==> src/rtl/port_tog_sched.sv <==
// port_tog_sched: periodic hardware toggle scheduler for one 8-bit port register.
// Issues tog commands carrying a bit mask every P+1 cycles, N times or until
// stopped, and merges them with the CPU write path (CPU always has priority).
module port_tog_sched #(
    parameter int p_cnt_width = 16,
    parameter int p_rpt_width = 8
) (
    input  logic                   clk,
    input  logic                   nrst,
    input  logic                   cfg_we,
    input  logic [p_cnt_width-1:0] cfg_period,
    input  logic [7:0]             cfg_mask,
    input  logic [p_rpt_width-1:0] cfg_count,
    input  logic                   start,
    input  logic                   stop,
    input  logic [7:0]             cpu_wdata,
    input  logic                   cpu_wbe,
    input  logic                   cpu_tog,
    output logic [7:0]             wdata,
    output logic                   wbe,
    output logic                   tog,
    output logic                   busy,
    output logic                   done,
    output logic                   overrun,
    output logic [p_rpt_width-1:0] remaining,
    output logic                   dbg_state
);

    // Port write arbitration: the port register accepts a command in any cycle
    // where wbe or tog is high (it is always ready). A pending scheduler
    // request (req_q) acts as "valid"; it is granted in a cycle only when the
    // CPU is not strobing wbe/tog. An ungranted request stays pending; an
    // expiry landing on a still-pending request is merged and flagged in
    // overrun rather than queued.

    typedef enum logic {
        st_idle = 1'b0,
        st_run  = 1'b1
    } state_t;

    state_t state_q;
    state_t state_d;

    // Configuration captured while idle.
    logic [p_cnt_width-1:0] per_q;
    logic [7:0]             msk_q;
    logic [p_rpt_width-1:0] num_q;

    // Run-time counters and flags.
    logic [p_cnt_width-1:0] cnt_q;
    logic [p_rpt_width-1:0] rpt_q;
    logic                   req_q;
    logic                   overrun_q;
    logic                   done_q;

    // Decoded events for the current cycle.
    logic in_run;
    logic cpu_act;
    logic grant;
    logic expiry;
    logic start_ok;
    logic finite;
    logic last_grant;

    assign in_run     = (state_q == st_run);
    assign cpu_act    = cpu_wbe | cpu_tog;
    assign grant      = in_run & req_q & ~cpu_act;
    assign expiry     = in_run & (cnt_q == '0);
    // stop beats start; start while running is ignored.
    assign start_ok   = ~in_run & start & ~stop;
    // cfg_count of zero selects run-until-stopped.
    assign finite     = (num_q != '0);
    assign last_grant = grant & finite & (rpt_q == p_rpt_width'(1));

    // State register.
    always_ff @(posedge clk or negedge nrst) begin
        if (!nrst) begin
            state_q <= st_idle;
        end else begin
            state_q <= state_d;
        end
    end

    // Next-state logic: run until stopped or the final toggle is granted.
    always_comb begin
        state_d = state_q;
        case (state_q)
            st_idle: begin
                if (start_ok) begin
                    state_d = st_run;
                end
            end
            st_run: begin
                if (stop || last_grant) begin
                    state_d = st_idle;
                end
            end
            default: begin
                state_d = st_idle;
            end
        endcase
    end

    // Output logic: status flags and the CPU-priority port write mux.
    always_comb begin
        busy      = in_run;
        dbg_state = (state_q == st_run);
        done      = done_q;
        overrun   = overrun_q;
        remaining = finite ? rpt_q : '0;
        if (cpu_act) begin
            wdata = cpu_wdata;
            wbe   = cpu_wbe;
            tog   = cpu_tog;
        end else if (req_q) begin
            wdata = msk_q;
            wbe   = 1'b0;
            tog   = 1'b1;
        end else begin
            wdata = 8'h00;
            wbe   = 1'b0;
            tog   = 1'b0;
        end
    end

    // Configuration registers: writable only while idle so a run never sees
    // its period, mask or count change underneath it.
    always_ff @(posedge clk or negedge nrst) begin
        if (!nrst) begin
            per_q <= '0;
            msk_q <= 8'h00;
            num_q <= '0;
        end else if (cfg_we && !in_run) begin
            per_q <= cfg_period;
            msk_q <= cfg_mask;
            num_q <= cfg_count;
        end
    end

    // Interval counter, repeat counter, request and overrun tracking.
    // The interval counter free-runs from the start edge, so a grant delayed
    // by CPU traffic does not shift the cadence of later expiries.
    always_ff @(posedge clk or negedge nrst) begin
        if (!nrst) begin
            cnt_q     <= '0;
            rpt_q     <= '0;
            req_q     <= 1'b0;
            overrun_q <= 1'b0;
        end else if (start_ok) begin
            cnt_q     <= per_q;
            rpt_q     <= num_q;
            req_q     <= 1'b0;
            overrun_q <= 1'b0;
        end else if (in_run) begin
            if (stop) begin
                // Abort: drop any pending request; a grant in this same
                // cycle has already reached the port through the mux.
                req_q <= 1'b0;
            end else begin
                if (expiry) begin
                    cnt_q <= per_q;
                end else begin
                    cnt_q <= cnt_q - p_cnt_width'(1);
                end
                if (grant && finite) begin
                    rpt_q <= rpt_q - p_rpt_width'(1);
                end
                if (last_grant) begin
                    req_q <= 1'b0;
                end else begin
                    req_q <= expiry | (req_q & ~grant);
                end
                if (expiry && req_q && !grant) begin
                    overrun_q <= 1'b1;
                end
            end
        end
    end

    // Completion pulse: one cycle after the final grant of a finite run.
    always_ff @(posedge clk or negedge nrst) begin
        if (!nrst) begin
            done_q <= 1'b0;
        end else begin
            done_q <= in_run & ~stop & last_grant;
        end
    end

endmodule

==> config.mk <==
export PLATFORM = sky130hd
export DESIGN_NAME = port_tog_sched
export DESIGN_NICKNAME = d
export VERILOG_FILES = /design/src/rtl/port_tog_sched.sv
export SDC_FILE = /design/constraint.sdc
export NUM_CORES = 1
export LEC_CHECK = 0
export ABC_AREA = 0
export ABC_CLOCK_PERIOD_IN_PS = 2600
export BUFFER_PORTS_ARGS = -buffer_cell sky130_fd_sc_hd__buf_2
export CAP_MARGIN = 40
export CELL_PAD_IN_SITES_DETAIL_PLACEMENT = 1
export CELL_PAD_IN_SITES_GLOBAL_PLACEMENT = 1
export CORE_ASPECT_RATIO = 0.5
export CORE_MARGIN = 2
export CORE_UTILIZATION = 30
export CTS_CLUSTER_SIZE = 30
export DETAILED_ROUTE_END_ITERATION = 7
export PLACE_DENSITY = 0.69
export SLEW_MARGIN = 30
export SYNTH_ARGS = -nofsm -noshare
export SYNTH_HDL_FRONTEND = slang
export SYNTH_SLANG_ARGS = --single-unit
==> constraint.sdc <==
create_clock -name clk -period 2.6 [get_ports clk]
set_clock_uncertainty 0.15 [all_clocks]
set_input_delay 0.39 -clock clk [delete_from_list [all_inputs] [get_ports clk]]
set_output_delay 0.39 -clock clk [all_outputs]
set_load 0.01 [all_outputs]
== Word level (Yosys, flattened, before mapping) ==
Cells that the tools add are included.

* Output and inout bits: 22
* Bits of input ports: 47
* Bits in registers: 60
* Word-level logic and storage cells: 69

* Multiplexer cells: 25
* Reductions and logical operators: 15
* Bitwise logic cells: 16
* Eq/ne operators: 2
* $add $sub $neg: 2

{| class="wikitable"
|+ Operators by type and width
! operator !! count
|-
| two-way mux 16 bit || 4
|-
| two-way mux 8 bit || 7
|-
| logical NOT 16 bit || 1
|-
| subtractor 16 x 1 -> 16 bit, second input constant || 1
|-
| two-way mux 1 bit || 13
|-
| bitwise AND 1 bit || 10
|-
| equality test 8 x 1 -> 1 bit, second input constant || 1
|-
| nonzero test 8 bit || 1
|-
| subtractor 8 x 1 -> 8 bit, second input constant || 1
|-
| AND reduction 3 bit || 2
|-
| nonzero test 2 bit || 3
|-
| logical AND 1 bit || 4
|-
| NOT 1 bit || 4
|-
| logical NOT 1 bit || 2
|-
| inequality test 2 x 1 -> 1 bit, second input constant || 1
|-
| bitwise OR 1 bit || 2
|-
| one-hot mux 1 bit (2 select lines) || 1
|-
| AND reduction 2 bit || 1
|-
| logical OR 1 bit || 1
|}

== Logic depth before layout (Yosys ltp) ==
* Depth after elaboration: 10
* Depth in mapped cells: 9
* Gate-level depth less buffers: 7

== Worst setup path before layout ==
OpenSTA, ideal clock, no wires.

* Path type: reg2reg
* Start point: register cnt_q[6]
* End point: register cnt_q[2]
* Period minus slack after synthesis: 2,226 ps
* Path buffers: 3
* Setup slack: 374 ps
* Cell stages (with the launch flop): 8
* Data required time: 2,324 ps
* Setup time: 126 ps
* Arrival: 1,950 ps
* Cell sequence: dfrtp_1 > or4_1 > buf_2 > nand4b_4 > and2_4 > buf_6 > buf_6 > a221o_1

* Cells in the longest elaborated chain, start to end: 6

{| class="wikitable"
|+ RTL lines
! element !! line !! text
|-
| start: declaration || 50 || <nowiki>logic [p_cnt_width-1:0] cnt_q;</nowiki>
|-
| start signal: assignment || 150 || <nowiki>cnt_q <= per_q;</nowiki>
|-
| start signal: assignment || 161 || <nowiki>cnt_q <= per_q;</nowiki>
|-
| start signal: assignment || 163 || <nowiki>cnt_q <= cnt_q - p_cnt_width'(1);</nowiki>
|-
| logical NOT 16 bit || 68 || <nowiki>assign expiry = in_run & (cnt_q == '0);</nowiki>
|-
| bitwise AND 1 bit || 68 ||
|-
| two-way mux 16 bit || 160 || <nowiki>if (expiry) begin</nowiki>
|-
| two-way mux 16 bit || 155 || <nowiki>if (stop) begin</nowiki>
|-
| two-way mux 16 bit || 154 || <nowiki>end else if (in_run) begin</nowiki>
|-
| two-way mux 16 bit || 149 || <nowiki>end else if (start_ok) begin</nowiki>
|}

No other way between the ends. The select of a mux whose other input is x is not followed.
A chain may end at the register's enable or synchronous reset.

== Final worst setup path ==
* Start point: register cnt_q[7]
* End point: register cnt_q[5]

Same word-level chain as after synthesis.

==> metrics <==
Crit. Startpoint=cnt_q[7]; worst reg2reg startpoint=cnt_q[7]; insertion delay to the later sink of the worst-skew pair=0.33 ns; Post-CTS Hold Buffers=1; Critical Setup Path Class=reg2reg; summed area of non-filler cells in the final layout=0.00395 mm2; Switching Share=30.9%; Comb power frac=23.0%; register area share after synthesis=47.7%; num ports=69; most frequently used flop master after synthesis=sky130_fd_sc_hd__dfrtp_1; number of cells traversed by the worst register-to-register path=5; initial cell density of the core=30.8%; relative slew slack=57.9%; count of input and output buffers=68; maximum number of pins on one net before global-route repair=35; Worst Hold Class=in2reg; Yosys warnings=0; final setup violation count=0; Worst Hold Endpoint=per_q[6]; Core Box Area=0.0102 mm2; crit path DAT=2.40 ns; internal power consumption=2180 uW; max-slew violation count=0; area of the die=0.0114 mm2; utilization after layout=38.7%; setup slack after placement=0.296 ns; first-pass iteration count of the detailed router=4; initial antenna violation count=0; number of levels the H-tree was split into=3; clock root buffer=sky130_fd_sc_hd__clkbuf_16; horizontal die dimension=149 um; gate count after technology mapping=313; cell taking the most area after synthesis=sky130_fd_sc_hd__dfrtp_1; Max IR drop VDD=0.419 mV; wire per inst=14.8 um; WP data required=2.66 ns; flop2flop setup slack=0.26 ns; clock transition at the registers of the reported paths=0.05 ns; critical path cell sequence=or4_1 -> nand4b_4 -> nand2_2 -> o21ai_0 -> a221o_1; Final period util=89.9%; Worst Path Max Fanout=19; vias per inst=4.96; Ant. Diodes=0; reg2reg end=cnt_q[5]; number of routed nets with antenna violations=0; post-layout min period=2.34 ns; post-route worst setup slack=0.264 ns; cell depth of the worst min-delay path=2; via count of the first global-routing pass=2,704; number of rows in the core area=26; overall via count from detail_route=2,631; top library cells by usage in the layout, fill and taps aside=68 x sky130_fd_sc_hd__buf_2, 60 x sky130_fd_sc_hd__dfrtp_1, 39 x sky130_fd_sc_hd__nand2_1; share of cells above drive strength 1=35.1%; critical path launch point type=flip-flop; element type at the critical path end=flip-flop; number of violations reported at the end of detailed-routing iteration 0=167; GRT met1 Usage=19.0%; number of enable flip-flop cells after synthesis=0; actual transition at the worst max-transition pin=0.632 ns; CTS tree=done; final hold vios=0; number of buffers created by CTS=9; Area after DPL=0.00367 mm2; post-detailed-route DRC marker count=0; setup TNS after final layout=0 ns; fraction of synthesis flops using an asynchronous set or reset pin=100%; cts repair resizes=0; Avg Synthesized Cell Area=10.0 um2; hold wc startpoint=cfg_period[6]; Power per Cell Area=800 mW/mm2; synth unique cells=46; most frequent standard cell in the layout excluding fill and tap cells=sky130_fd_sc_hd__buf_2; leakage power summed over all cells=0.00182 uW; wire length of the first global-routing pass=13.4 mm; total detailed-routing wirelength=7.85 mm; Area contributors post-synth=sky130_fd_sc_hd__dfrtp_1 48%, sky130_fd_sc_hd__mux2_2 11%, sky130_fd_sc_hd__nand2_1 4.7%; sequential fraction of design power=43.2%; chip height=76.4 um; total setup buffers inserted after CTS=0; cell area after synthesis=0.00315 mm2; delay contributed by the slowest stage of the critical path=0.57 ns; CTS sink count=60; highest-utilization routing layer at the global route stage=met2; overall overflow remaining after global route=0; fill cell count=1,199; Max Buffers Root-to-Sink=2; highest clock frequency the design can meet=428 MHz; max-capacitance violation count=0; post-synth top area share=47.7%; hpwl dp=5.55 mm; Global Route met2 Usage=23.8%; result of the run=finished clean; Syn Nets=364; fin nets=436; Yosys reg bits=60; unrepaired setup endpoints after global routing=false; area growth from synthesis to layout=25.7%; proportion of power drawn by the clock network=33.8%; gp weighted congestion=0.752; Switch Pwr=979 uW; Global Route met3 Usage=5.27%; global-route total usage across every layer=14.8%; crit path max-delay cell type=sky130_fd_sc_hd__or4_1
[sequential cells by signal, summed over array words and instances (netlist names)]
register	flops
rpt_q	8
cnt_q	16
num_q	8
req_q	1
overrun	1
busy	1
per_q	16
msk_q	8
done	1
[worst max path at each step]
stage | endpoint | slack [ns] | cells past startpoint
2_1_floorplan | cnt_q[2] | 0.37 | 7
3_3_place_gp | cnt_q[6] | 0.36 | 5
3_5_place_dp | cnt_q[5] | 0.30 | 5
4_1_cts | cnt_q[5] | 0.27 | 5
5_1_grt | cnt_q[6] | 0.08 | 8
6_report | cnt_q[5] | 0.26 | 5
[critical path: cells and delay by family (launching register included)]
family	cells	cell delay (ns)
AOI/OAI and AO/OA	2	0.51
and+or+nand+nor	3	1.14
DFF	1	0.41
[stage by stage]
stage               total power (uW)  hold WS [ns]  std cells
floorplan                       1830       -0.0556        313
global placement                2070         0.296        513
finish                          3160         0.137        530
CTS                             3210         0.123        530
global route                    3370         0.128        530
detailed placement              2110         0.296        513
[power by group through the flow]
| stage | Clock [uW] | Combinational [uW] | Sequential, uW |
|---|---|---|---|
| after floorplan | 0 | 519 | 1310 |
| after global placement | 0 | 707 | 1370 |
| after detailed placement | 0 | 733 | 1380 |
| after CTS | 1110 | 739 | 1360 |
| after global routing | 1150 | 815 | 1400 |
| final | 1070 | 727 | 1370 |
[layout make-up]
class / count / area (um2) / area share, %
clock inverter: 5 / 27.5 / 0.696
tap: 140 / 175 / 4.43
inverter: 9 / 33.8 / 0.855
sequential: 60 / 1500 / 38.0
clock buffer: 11 / 243 / 6.14
multi-input combinational: 223 / 1510 / 38.2
timing repair buffer: 82 / 460 / 11.6
[kinds of logic after synthesis]
family	synth area share, %
AO/OA/AOI/OAI	9.87
XOR/XNOR	1.95
adder cells (fa/ha/maj)	1.59
buffers and inverters	4.30
flip-flops	47.7
multiplexers	12.7
AND/OR/NAND/NOR	21.8
[metal layers]
layer | vias up | routed length (um)
met5 | - | 0
met4 | 0 | 68
met3 | 7 | 284
met2 | 35 | 3870
met1 | 1321 | 3630
li1 | 1268 | -
[Yosys cell counts (3+ instances only)]
cell                       number
sky130_fd_sc_hd__a21oi_1        6
sky130_fd_sc_hd__a221o_1        5
sky130_fd_sc_hd__a22oi_1        3
sky130_fd_sc_hd__a311o_1        3
sky130_fd_sc_hd__and2_1         7
sky130_fd_sc_hd__and3_1         6
sky130_fd_sc_hd__buf_1          3
sky130_fd_sc_hd__buf_2          3
sky130_fd_sc_hd__clkbuf_1      12
sky130_fd_sc_hd__dfrtp_1       60
sky130_fd_sc_hd__ha_1           4
sky130_fd_sc_hd__inv_1          9
sky130_fd_sc_hd__mux2_2        32
sky130_fd_sc_hd__mux2i_1        4
sky130_fd_sc_hd__nand2_1       39
sky130_fd_sc_hd__nand3_1       16
sky130_fd_sc_hd__nand3b_1       4
sky130_fd_sc_hd__nand4_1        3
sky130_fd_sc_hd__nor2_1        19
sky130_fd_sc_hd__nor3_1         6
sky130_fd_sc_hd__nor4_1        10
sky130_fd_sc_hd__o21ai_0       20
sky130_fd_sc_hd__or3_1          3
sky130_fd_sc_hd__or4_1          3
sky130_fd_sc_hd__xor2_1         6
Power figures use the tool's default switching activity.
